**src/rtl/multicycle_control.sv**
```systemverilog
// ---------------------------------------------------------------------------
// multicycle_control
//
// Moore FSM control unit for a multi-cycle MIPS datapath. Each instruction
// is sequenced through fetch, decode, execute, memory and writeback states.
// Memory accesses use a req/ready handshake with an optional wait-state
// timeout. Illegal opcodes and memory timeouts park the FSM in TRAP until
// reset.
//
// Optional feature: define MC_JAL_EN to decode opcode 000011 (jal) into the
// JAL state. Without it, jal traps as an illegal opcode.
//
// Parameters:
//   RET_W        width of the retired-instruction counter
//   MEM_TIMEOUT  max consecutive wait cycles per memory access (0 = off)
//
// Ports:
//   clk, rst_n                   clock (rising edge), async active-low reset
//   opcode[5:0]                  IR[31:26], stable from DECODE to next FETCH
//   mem_ready                    memory completes the access this cycle
//   mem_req, mem_read, mem_write memory request and access type
//   i_or_d                       0 = PC address, 1 = ALUOut address
//   ir_write, pc_write,
//   pc_write_cond, reg_write     datapath write strobes
//   reg_dst[1:0]                 00 rt, 01 rd, 10 $31
//   mem_to_reg[1:0]              00 ALUOut, 01 MDR, 10 PC
//   alu_src_a                    0 PC, 1 A
//   alu_src_b[1:0]               00 B, 01 4, 10 imm, 11 imm<<2
//   alu_op[1:0]                  00 add, 01 sub, 10 funct
//   pc_source[1:0]               00 ALU result, 01 ALUOut, 10 jump target
//   state[3:0]                   current state encoding
//   illegal_op, bus_err          sticky trap causes
//   retired[RET_W-1:0]           instructions completed (wraps)
// ---------------------------------------------------------------------------
module multicycle_control #(
    parameter int RET_W       = 32,
    parameter int MEM_TIMEOUT = 16
) (
    input  logic             clk,
    input  logic             rst_n,
    input  logic [5:0]       opcode,
    input  logic             mem_ready,
    output logic             mem_req,
    output logic             mem_read,
    output logic             mem_write,
    output logic             i_or_d,
    output logic             ir_write,
    output logic             pc_write,
    output logic             pc_write_cond,
    output logic             reg_write,
    output logic [1:0]       reg_dst,
    output logic [1:0]       mem_to_reg,
    output logic             alu_src_a,
    output logic [1:0]       alu_src_b,
    output logic [1:0]       alu_op,
    output logic [1:0]       pc_source,
    output logic [3:0]       state,
    output logic             illegal_op,
    output logic             bus_err,
    output logic [RET_W-1:0] retired
);

    typedef enum logic [3:0] {
        FETCH     = 4'd0,
        DECODE    = 4'd1,
        MEM_ADDR  = 4'd2,
        MEM_RD    = 4'd3,
        MEM_WB    = 4'd4,
        MEM_WR    = 4'd5,
        R_EXEC    = 4'd6,
        R_WB      = 4'd7,
        BRANCH    = 4'd8,
        JUMP      = 4'd9,
        ADDI_EXEC = 4'd10,
        ADDI_WB   = 4'd11,
        JAL       = 4'd12,
        TRAP      = 4'd13
    } state_t;

    localparam logic [5:0] OP_RTYPE = 6'b000000;
    localparam logic [5:0] OP_LW    = 6'b100011;
    localparam logic [5:0] OP_SW    = 6'b101011;
    localparam logic [5:0] OP_BEQ   = 6'b000100;
    localparam logic [5:0] OP_J     = 6'b000010;
    localparam logic [5:0] OP_ADDI  = 6'b001000;
    localparam logic [5:0] OP_JAL   = 6'b000011;

    // Wait counter only needs to reach MEM_TIMEOUT-1 before the trap fires.
    localparam int WAIT_W = (MEM_TIMEOUT > 1) ? $clog2(MEM_TIMEOUT + 1) : 1;
    localparam logic [WAIT_W-1:0] WAIT_LAST =
        WAIT_W'((MEM_TIMEOUT > 0) ? MEM_TIMEOUT - 1 : 0);

    state_t            state_q, state_next;
    logic [WAIT_W-1:0] wait_cnt;
    logic              timeout_hit;

    // Ungated request; the exported strobes are additionally forced low in reset.
    logic              req_c;

    // -----------------------------------------------------------------------
    // Next-state and output decode
    // -----------------------------------------------------------------------
    always_comb begin
        // NOTE: every output gets a default before the case so no path leaves a
        // signal unassigned; an incomplete assignment here would infer a latch.
        state_next    = state_q;
        req_c         = 1'b0;
        mem_read      = 1'b0;
        mem_write     = 1'b0;
        i_or_d        = 1'b0;
        ir_write      = 1'b0;
        pc_write      = 1'b0;
        pc_write_cond = 1'b0;
        reg_write     = 1'b0;
        reg_dst       = 2'b00;
        mem_to_reg    = 2'b00;
        alu_src_a     = 1'b0;
        alu_src_b     = 2'b00;
        alu_op        = 2'b00;
        pc_source     = 2'b00;

        unique case (state_q)
            FETCH: begin
                req_c     = 1'b1;
                mem_read  = 1'b1;
                alu_src_b = 2'b01;
                ir_write  = mem_ready;
                pc_write  = mem_ready;
                if (mem_ready) state_next = DECODE;
            end
            DECODE: begin
                alu_src_b = 2'b11;
                unique case (opcode)
                    OP_RTYPE:      state_next = R_EXEC;
                    OP_LW, OP_SW:  state_next = MEM_ADDR;
                    OP_BEQ:        state_next = BRANCH;
                    OP_J:          state_next = JUMP;
                    OP_ADDI:       state_next = ADDI_EXEC;
`ifdef MC_JAL_EN
                    OP_JAL:        state_next = JAL;
`endif
                    default:       state_next = TRAP;
                endcase
            end
            MEM_ADDR: begin
                alu_src_a  = 1'b1;
                alu_src_b  = 2'b10;
                state_next = (opcode == OP_LW) ? MEM_RD : MEM_WR;
            end
            MEM_RD: begin
                req_c    = 1'b1;
                mem_read = 1'b1;
                i_or_d   = 1'b1;
                if (mem_ready) state_next = MEM_WB;
            end
            MEM_WB: begin
                reg_write  = 1'b1;
                mem_to_reg = 2'b01;
                state_next = FETCH;
            end
            MEM_WR: begin
                req_c     = 1'b1;
                mem_write = 1'b1;
                i_or_d    = 1'b1;
                if (mem_ready) state_next = FETCH;
            end
            R_EXEC: begin
                alu_src_a  = 1'b1;
                alu_op     = 2'b10;
                state_next = R_WB;
            end
            R_WB: begin
                reg_write  = 1'b1;
                reg_dst    = 2'b01;
                state_next = FETCH;
            end
            BRANCH: begin
                alu_src_a     = 1'b1;
                alu_op        = 2'b01;
                pc_write_cond = 1'b1;
                pc_source     = 2'b01;
                state_next    = FETCH;
            end
            JUMP: begin
                pc_write   = 1'b1;
                pc_source  = 2'b10;
                state_next = FETCH;
            end
            ADDI_EXEC: begin
                alu_src_a  = 1'b1;
                alu_src_b  = 2'b10;
                state_next = ADDI_WB;
            end
            ADDI_WB: begin
                reg_write  = 1'b1;
                state_next = FETCH;
            end
`ifdef MC_JAL_EN
            JAL: begin
                // PC already holds PC+4 here, so $31 gets the return address.
                reg_write  = 1'b1;
                reg_dst    = 2'b10;
                mem_to_reg = 2'b10;
                pc_write   = 1'b1;
                pc_source  = 2'b10;
                state_next = FETCH;
            end
`endif
            default: begin
                // TRAP and any unreachable encoding: all strobes low, held.
                state_next = TRAP;
            end
        endcase

        // A ready on the final allowed wait cycle still completes the access,
        // so the trap only fires when this cycle is itself another wait.
        timeout_hit = (MEM_TIMEOUT != 0) && req_c && !mem_ready &&
                      (wait_cnt == WAIT_LAST);
        if (timeout_hit) state_next = TRAP;

        // NOTE: reset is asynchronous, so the strobes are masked combinationally
        // while rst_n is low; the mux selects keep their FETCH values.
        if (!rst_n) begin
            mem_read  = 1'b0;
            ir_write  = 1'b0;
            pc_write  = 1'b0;
        end
    end

    assign mem_req = req_c & rst_n;
    assign state   = state_q;

    // -----------------------------------------------------------------------
    // State, wait counter, retired counter and sticky trap flags
    // -----------------------------------------------------------------------
    always_ff @(posedge clk or negedge rst_n) begin
        if (!rst_n) begin
            state_q    <= FETCH;
            wait_cnt   <= '0;
            retired    <= '0;
            illegal_op <= 1'b0;
            bus_err    <= 1'b0;
        end else begin
            // NOTE: non-blocking assignments so every register here samples the
            // pre-edge values, independent of statement order.
            state_q <= state_next;

            // Any state change restarts the count, covering entry to
            // FETCH, MEM_RD and MEM_WR.
            if (state_next != state_q)
                wait_cnt <= '0;
            else if (req_c && !mem_ready)
                wait_cnt <= wait_cnt + WAIT_W'(1);

            if (state_q != FETCH && state_next == FETCH)
                retired <= retired + RET_W'(1);

            if (state_q == DECODE && state_next == TRAP)
                illegal_op <= 1'b1;

            if (timeout_hit)
                bus_err <= 1'b1;
        end
    end

endmodule

```
**config.mk**
```make
export PLATFORM = sky130hd
export DESIGN_NAME = multicycle_control
export DESIGN_NICKNAME = d
export VERILOG_FILES = /design/src/rtl/multicycle_control.sv
export SDC_FILE = /design/constraint.sdc
export NUM_CORES = 1
export LEC_CHECK = 0
export ABC_AREA = 1
export CELL_PAD_IN_SITES_DETAIL_PLACEMENT = 0
export CELL_PAD_IN_SITES_GLOBAL_PLACEMENT = 1
export CORE_ASPECT_RATIO = 0.6
export CORE_MARGIN = 5
export CORE_UTILIZATION = 36
export CTS_CLUSTER_DIAMETER = 120
export CTS_CLUSTER_SIZE = 10
export DETAILED_ROUTE_END_ITERATION = 8
export PLACE_DENSITY_LB_ADDON = 0.08
export SETUP_SLACK_MARGIN = 0.5
export SYNTH_ARGS = -nofsm -noshare
export SYNTH_HDL_FRONTEND = slang
export SYNTH_SLANG_ARGS = --single-unit
```
**constraint.sdc**
```tcl
create_clock -name clk -period 2.45 [get_ports clk]
set_input_delay 0.3675 -clock clk [delete_from_list [all_inputs] [get_ports clk]]
set_output_delay 0.3675 -clock clk [all_outputs]
set_load 0.02 [all_outputs]
```
Yosys cells after proc, flatten, opt, wreduce, memory -nomap -nowiden
Index checks and enable logic that the tools add are counted.
{ "word_totals": {"regBits": 43, "inputBits": 9, "out_inout_bits": 57, "wordCells": 71} }
{ "op_classes": {"addsub": 2, "eq_ne": 19, "muxes": 26, "bitwise_logic": 1, "reduce_logical": 18} }
{ "op_table": {"columns": ["cell", "count"], "rows": [
  ["$add 32x1->32 const B", 1],
  ["$pmux 4 s8", 1],
  ["$eq 4x4->1 const B", 5],
  ["$pmux 4 s5", 1],
  ["$eq 4x3->1 const B", 4],
  ["$mux 4", 4],
  ["$mux 1", 13],
  ["$eq 6x6->1 const B", 2],
  ["$mux 5", 2],
  ["$eq 4x2->1 const B", 2],
  ["$logic_not 4->1", 2],
  ["$pmux 2 s2", 2],
  ["$reduce_or 2->1", 4],
  ["$eq 6x2->1 const B", 1],
  ["$eq 6x3->1 const B", 1],
  ["$eq 6x4->1 const B", 1],
  ["$logic_not 6->1", 1],
  ["$pmux 2 s3", 1],
  ["$reduce_or 3->1", 2],
  ["$add 5x1->5 const B", 1],
  ["$eq 5x4->1 const B", 1],
  ["$reduce_or 5->1", 1],
  ["$eq 4x1->1 const B", 1],
  ["$logic_and 1x1->1", 4],
  ["other kinds (8)", 8]
]} }

Logic depth before layout (Yosys ltp)
{ "logic_depth": {"ltp_word": 8, "mapped_depth": 14, "depth_no_buf": 13} }

Worst setup path before layout
Ideal clock, no wire load.
{ "synth_path": {"kind": "register to register", "startpoint": "reg wait_cnt[0]", "endpoint": "reg retired[29]", "setup_time_ns": 0.117, "arrival_time_ns": 1.836, "t_required_ns": 2.333, "slack_ns": 0.496, "stages_incl_launch_ff": 13, "path_buffers": 1, "synth_period_minus_slack_ns": 1.954, "cell_sequence": "dfrtp_1 ha_1 and3_1 ha_1 nand3_2 nand2_2 nor2_2 nand2_2 nor2_8 nand2_4 buf_6 nand2_1 nand2_1"} }
{ "synth_between": {"elab_chain_cells": 5} }
{ "synth_lines": {"columns": ["element", "line_no", "source"], "rows": [
  ["start: declaration", "94", "logic [WAIT_W-1:0] wait_cnt;"],
  ["start signal: assignment", "253", "wait_cnt <= wait_cnt + WAIT_W'(1);"],
  ["$eq 5x4->1", "218", "(wait_cnt == WAIT_LAST);"],
  ["$logic_and 1x1->1", "217", "timeout_hit = (MEM_TIMEOUT != 0) && req_c && !mem_ready &&"],
  ["$mux 4", "219", "if (timeout_hit) state_next = TRAP;"],
  ["$logic_not 4->1", "255", "if (state_q != FETCH && state_next == FETCH)"],
  ["$logic_and 1x1->1", "255", null],
  ["end signal: assignment", "256", "retired <= retired + RET_W'(1);"],
  ["end: declaration", "60", "output logic [RET_W-1:0] retired"]
]} }
Every way passes these cells.
A chain may end at the register's enable or synchronous reset.

Final worst setup path
{ "layout_path": {"startpoint": "reg wait_cnt[1]", "endpoint": "reg retired[7]"} }
The elaborated chain is that of the path after synthesis.

==> results.json <==
{
  "status": "completed",
  "htreeDepth": 2,
  "die_w_um": 129,
  "period_needed_ns": 2.04,
  "fin_hold_ws_ns": 0.244,
  "clk_pin_slew_ns": 0.06,
  "initial_core_util": 0.366,
  "r2r-end": "retired[7]",
  "arrival_ns": 2.22,
  "num_vias": 3153,
  "top_level_ports": 66,
  "synth_seq_cells": 43,
  "synth_top_area_frac": 0.349,
  "combPwrFrac": 0.042,
  "wl_per_cell_um": 16.5,
  "synth_cell_type_count": 31,
  "r2r_slack_ns": 0.41,
  "drt_iter0_markers": 274,
  "antenna_found_initial": 0,
  "slew_viol_final": 0,
  "vdd_drop_max_v": 0.000208,
  "layout.nets": 547,
  "seq_area_frac_synth": 0.349,
  "max-slew-margin-rel": 0.618,
  "holdBufCountCts": 0,
  "grt_max_degree": 44,
  "hold_class": "in2async",
  "numPortBuffers": 63,
  "p_per_area_nw_per_um2": 329,
  "worst_pin_slew_ns": 0.573,
  "crit_path_end_kind": "flip-flop",
  "crit_type": "reg2reg",
  "setup_viol": 0,
  "timing_hold_violations_final": 0,
  "drc_errors": 0,
  "p_seq_frac": 0.497,
  "syn_area_um2": 3080,
  "cts_buffers": 5,
  "clock_power_share": 0.461,
  "dpl-instance-area_um2": 3890,
  "syn_to_final_growth_pct": 40.9,
  "fin_skew_ns": 0.00385,
  "grt_util_all_layers": 0.192,
  "swShare": 0.226,
  "cts_sinks": 43,
  "synthTopCellsByArea": "dfrtp_1 35%, nand2_1 19%, nor2_1 7.3%",
  "syn_area_per_cell_um2": 6.80,
  "r2r_start": "wait_cnt[1]",
  "cts_tree": "done",
  "dieArea_um2": 10600,
  "cap_violations": 0,
  "grt_pass1_wl_mm": 15.7,
  "tns_ns": 0,
  "dp_hpwl_mm": 7.61,
  "fmax_mhz": 490,
  "p_switching_uw": 323,
  "synth_top_cell_by_area": "dfrtp_1",
  "worst-r2r-cell-count": 12,
  "overflow": 0,
  "internal_power_mw": 1.11,
  "synth.yosys.warnings": 0,
  "rsz0062_at_grt": "yes",
  "num_rows": 26,
  "drt.antenna.violating_nets": 0,
  "p_leak_nw": 2.15,
  "cts_max_path_buffers": 2,
  "clk_latency_ns": 0.29,
  "dp.cells": 628,
  "core_area_um2": 8430,
  "via_per_inst": 4.87,
  "finalNonFillerCells": 648,
  "syn_inst": 453,
  "finalInstanceArea_um2": 4340,
  "wl_mm": 10.7,
  "fin_crit_sh": 0.833,
  "die_height_um": 81.7,
  "drive_gt1_frac": 0.196,
  "grt_pass1_vias": 2791,
  "diodes": 0,
  "start_kind": "flip-flop",
  "gp_congestion": 0.881,
  "path_max_fanout": 9,
  "drt_pass1_iterations": 5,
  "required_ns": 2.63,
  "cts-root-buf": "clkbuf_16"
}
kinds of logic after synthesis:
| kind of cell | Yosys count | share of synthesized area |
|---|---|---|
| buf+inv | 57 | 0.0849 |
| fa+ha+maj | 3 | 0.0122 |
| compound gates | 15 | 0.0301 |
| xor+xnor | 33 | 0.0938 |
| other cells | 1 | 0.00122 |
| simple gates | 301 | 0.429 |
| flops | 43 | 0.349 |
registers in the layout (all words and copies together), names as in the netlist:
name and cells:
illegal_op 1, state 4, bus_err 1, retired 32, wait_cnt 5
routing by layer:
layer | vias up | GRT usage | routed length [um]
met2 | 99 | 0.225 | 3910
met1 | 1454 | 0.340 | 5940
met3 | 8 | 0.0383 | 769
met4 | 0 | 0.0249 | 51
met5 | - | 0 | 0
li1 | 1592 | - | -
power groups by stage:
stage / Combinational (mW) / Sequential (mW) / Clock [mW]
2_1_floorplan: 0.0207 / 0.723 / 0
3_3_place_gp: 0.0555 / 0.723 / 0
3_5_place_dp: 0.0562 / 0.723 / 0
4_1_cts: 0.0565 / 0.710 / 0.667
5_1_grt: 0.0695 / 0.709 / 0.697
6_report: 0.0605 / 0.710 / 0.659
synth_stat cells (all sizes together):
library cell and instances:
and3 1, a21oi 2, xor2 18, o211ai 1, inv 45, ha 3
dfrtp 43, xnor2 15, nor2 67, buf 11, nand4 15, nand3 46
nor3b 1, conb 1, a31o 1, clkbuf 1, or2 1, nor3 10
nor4 2, nand2 158, o21ai 11
worst max path at each step:
stage                            from           to  slack [ns]  cells past startpoint
after floorplan           wait_cnt[0]  retired[29]        0.51                     12
after global placement      opcode[4]  retired[13]        0.11                     13
after detailed placement    opcode[3]  retired[15]        0.06                     14
after CTS                    state[1]     pc_write        0.30                      6
after global routing         state[0]  retired[13]        0.30                     13
final                     wait_cnt[1]   retired[7]        0.41                     12
what timing repair did:
item / CTS / global route
gates cloned: 0 / 4
gates resized for setup: 40 / 71
setup buffers: 1 / 7
pin swaps: 0 / 20
setup endpoints to repair: 54 / 52
cells in the final DEF, fill, tap and decap left out, types with 9 or more instances in the layout:
cell and count:
xnor2_1 15, nand4_1 15, nor2_1 48, nor3_1 10, clkdlybuf4s50_1 39, dfrtp_1 40
nand3_1 39, inv_1 35, nand2_1 144, nor2_4 10, xor2_1 18, nand2_2 9
buf_4 17
stage by stage:
stage	worst slack [ns]	total power, mW	utilization
final	0.409	1.43	0.515
after floorplan	0.505	0.744	-
after detailed placement	0.0591	0.779	0.462
after CTS	0.304	1.43	0.482
after global routing	0.297	1.48	0.515
after global placement	0.108	0.779	0.462
critical path, cell delays in order (launching register included):
cell and delay [ns]:
dfrtp_1 0.40, ha_2 0.20, and3_4 0.17, ha_2 0.17, nand3_4 0.11, nand2_4 0.09, nor2_4 0.17, nand2_4 0.08
nor2_8 0.13, nand2_8 0.10, clkbuf_16 0.18, nand2_1 0.06, nand2_1 0.05
layout make-up:
class	instances	area (um^2)
Fill cell	889	4090
Multi-Input combinational cell	354	1940
Sequential cell	43	1080
Timing Repair Buffer	86	868
Inverter	45	174
Tap cell	112	140
Clock buffer	7	133
Clock inverter	1	5.00
Note: power is estimated with default switching activity, not from simulation.
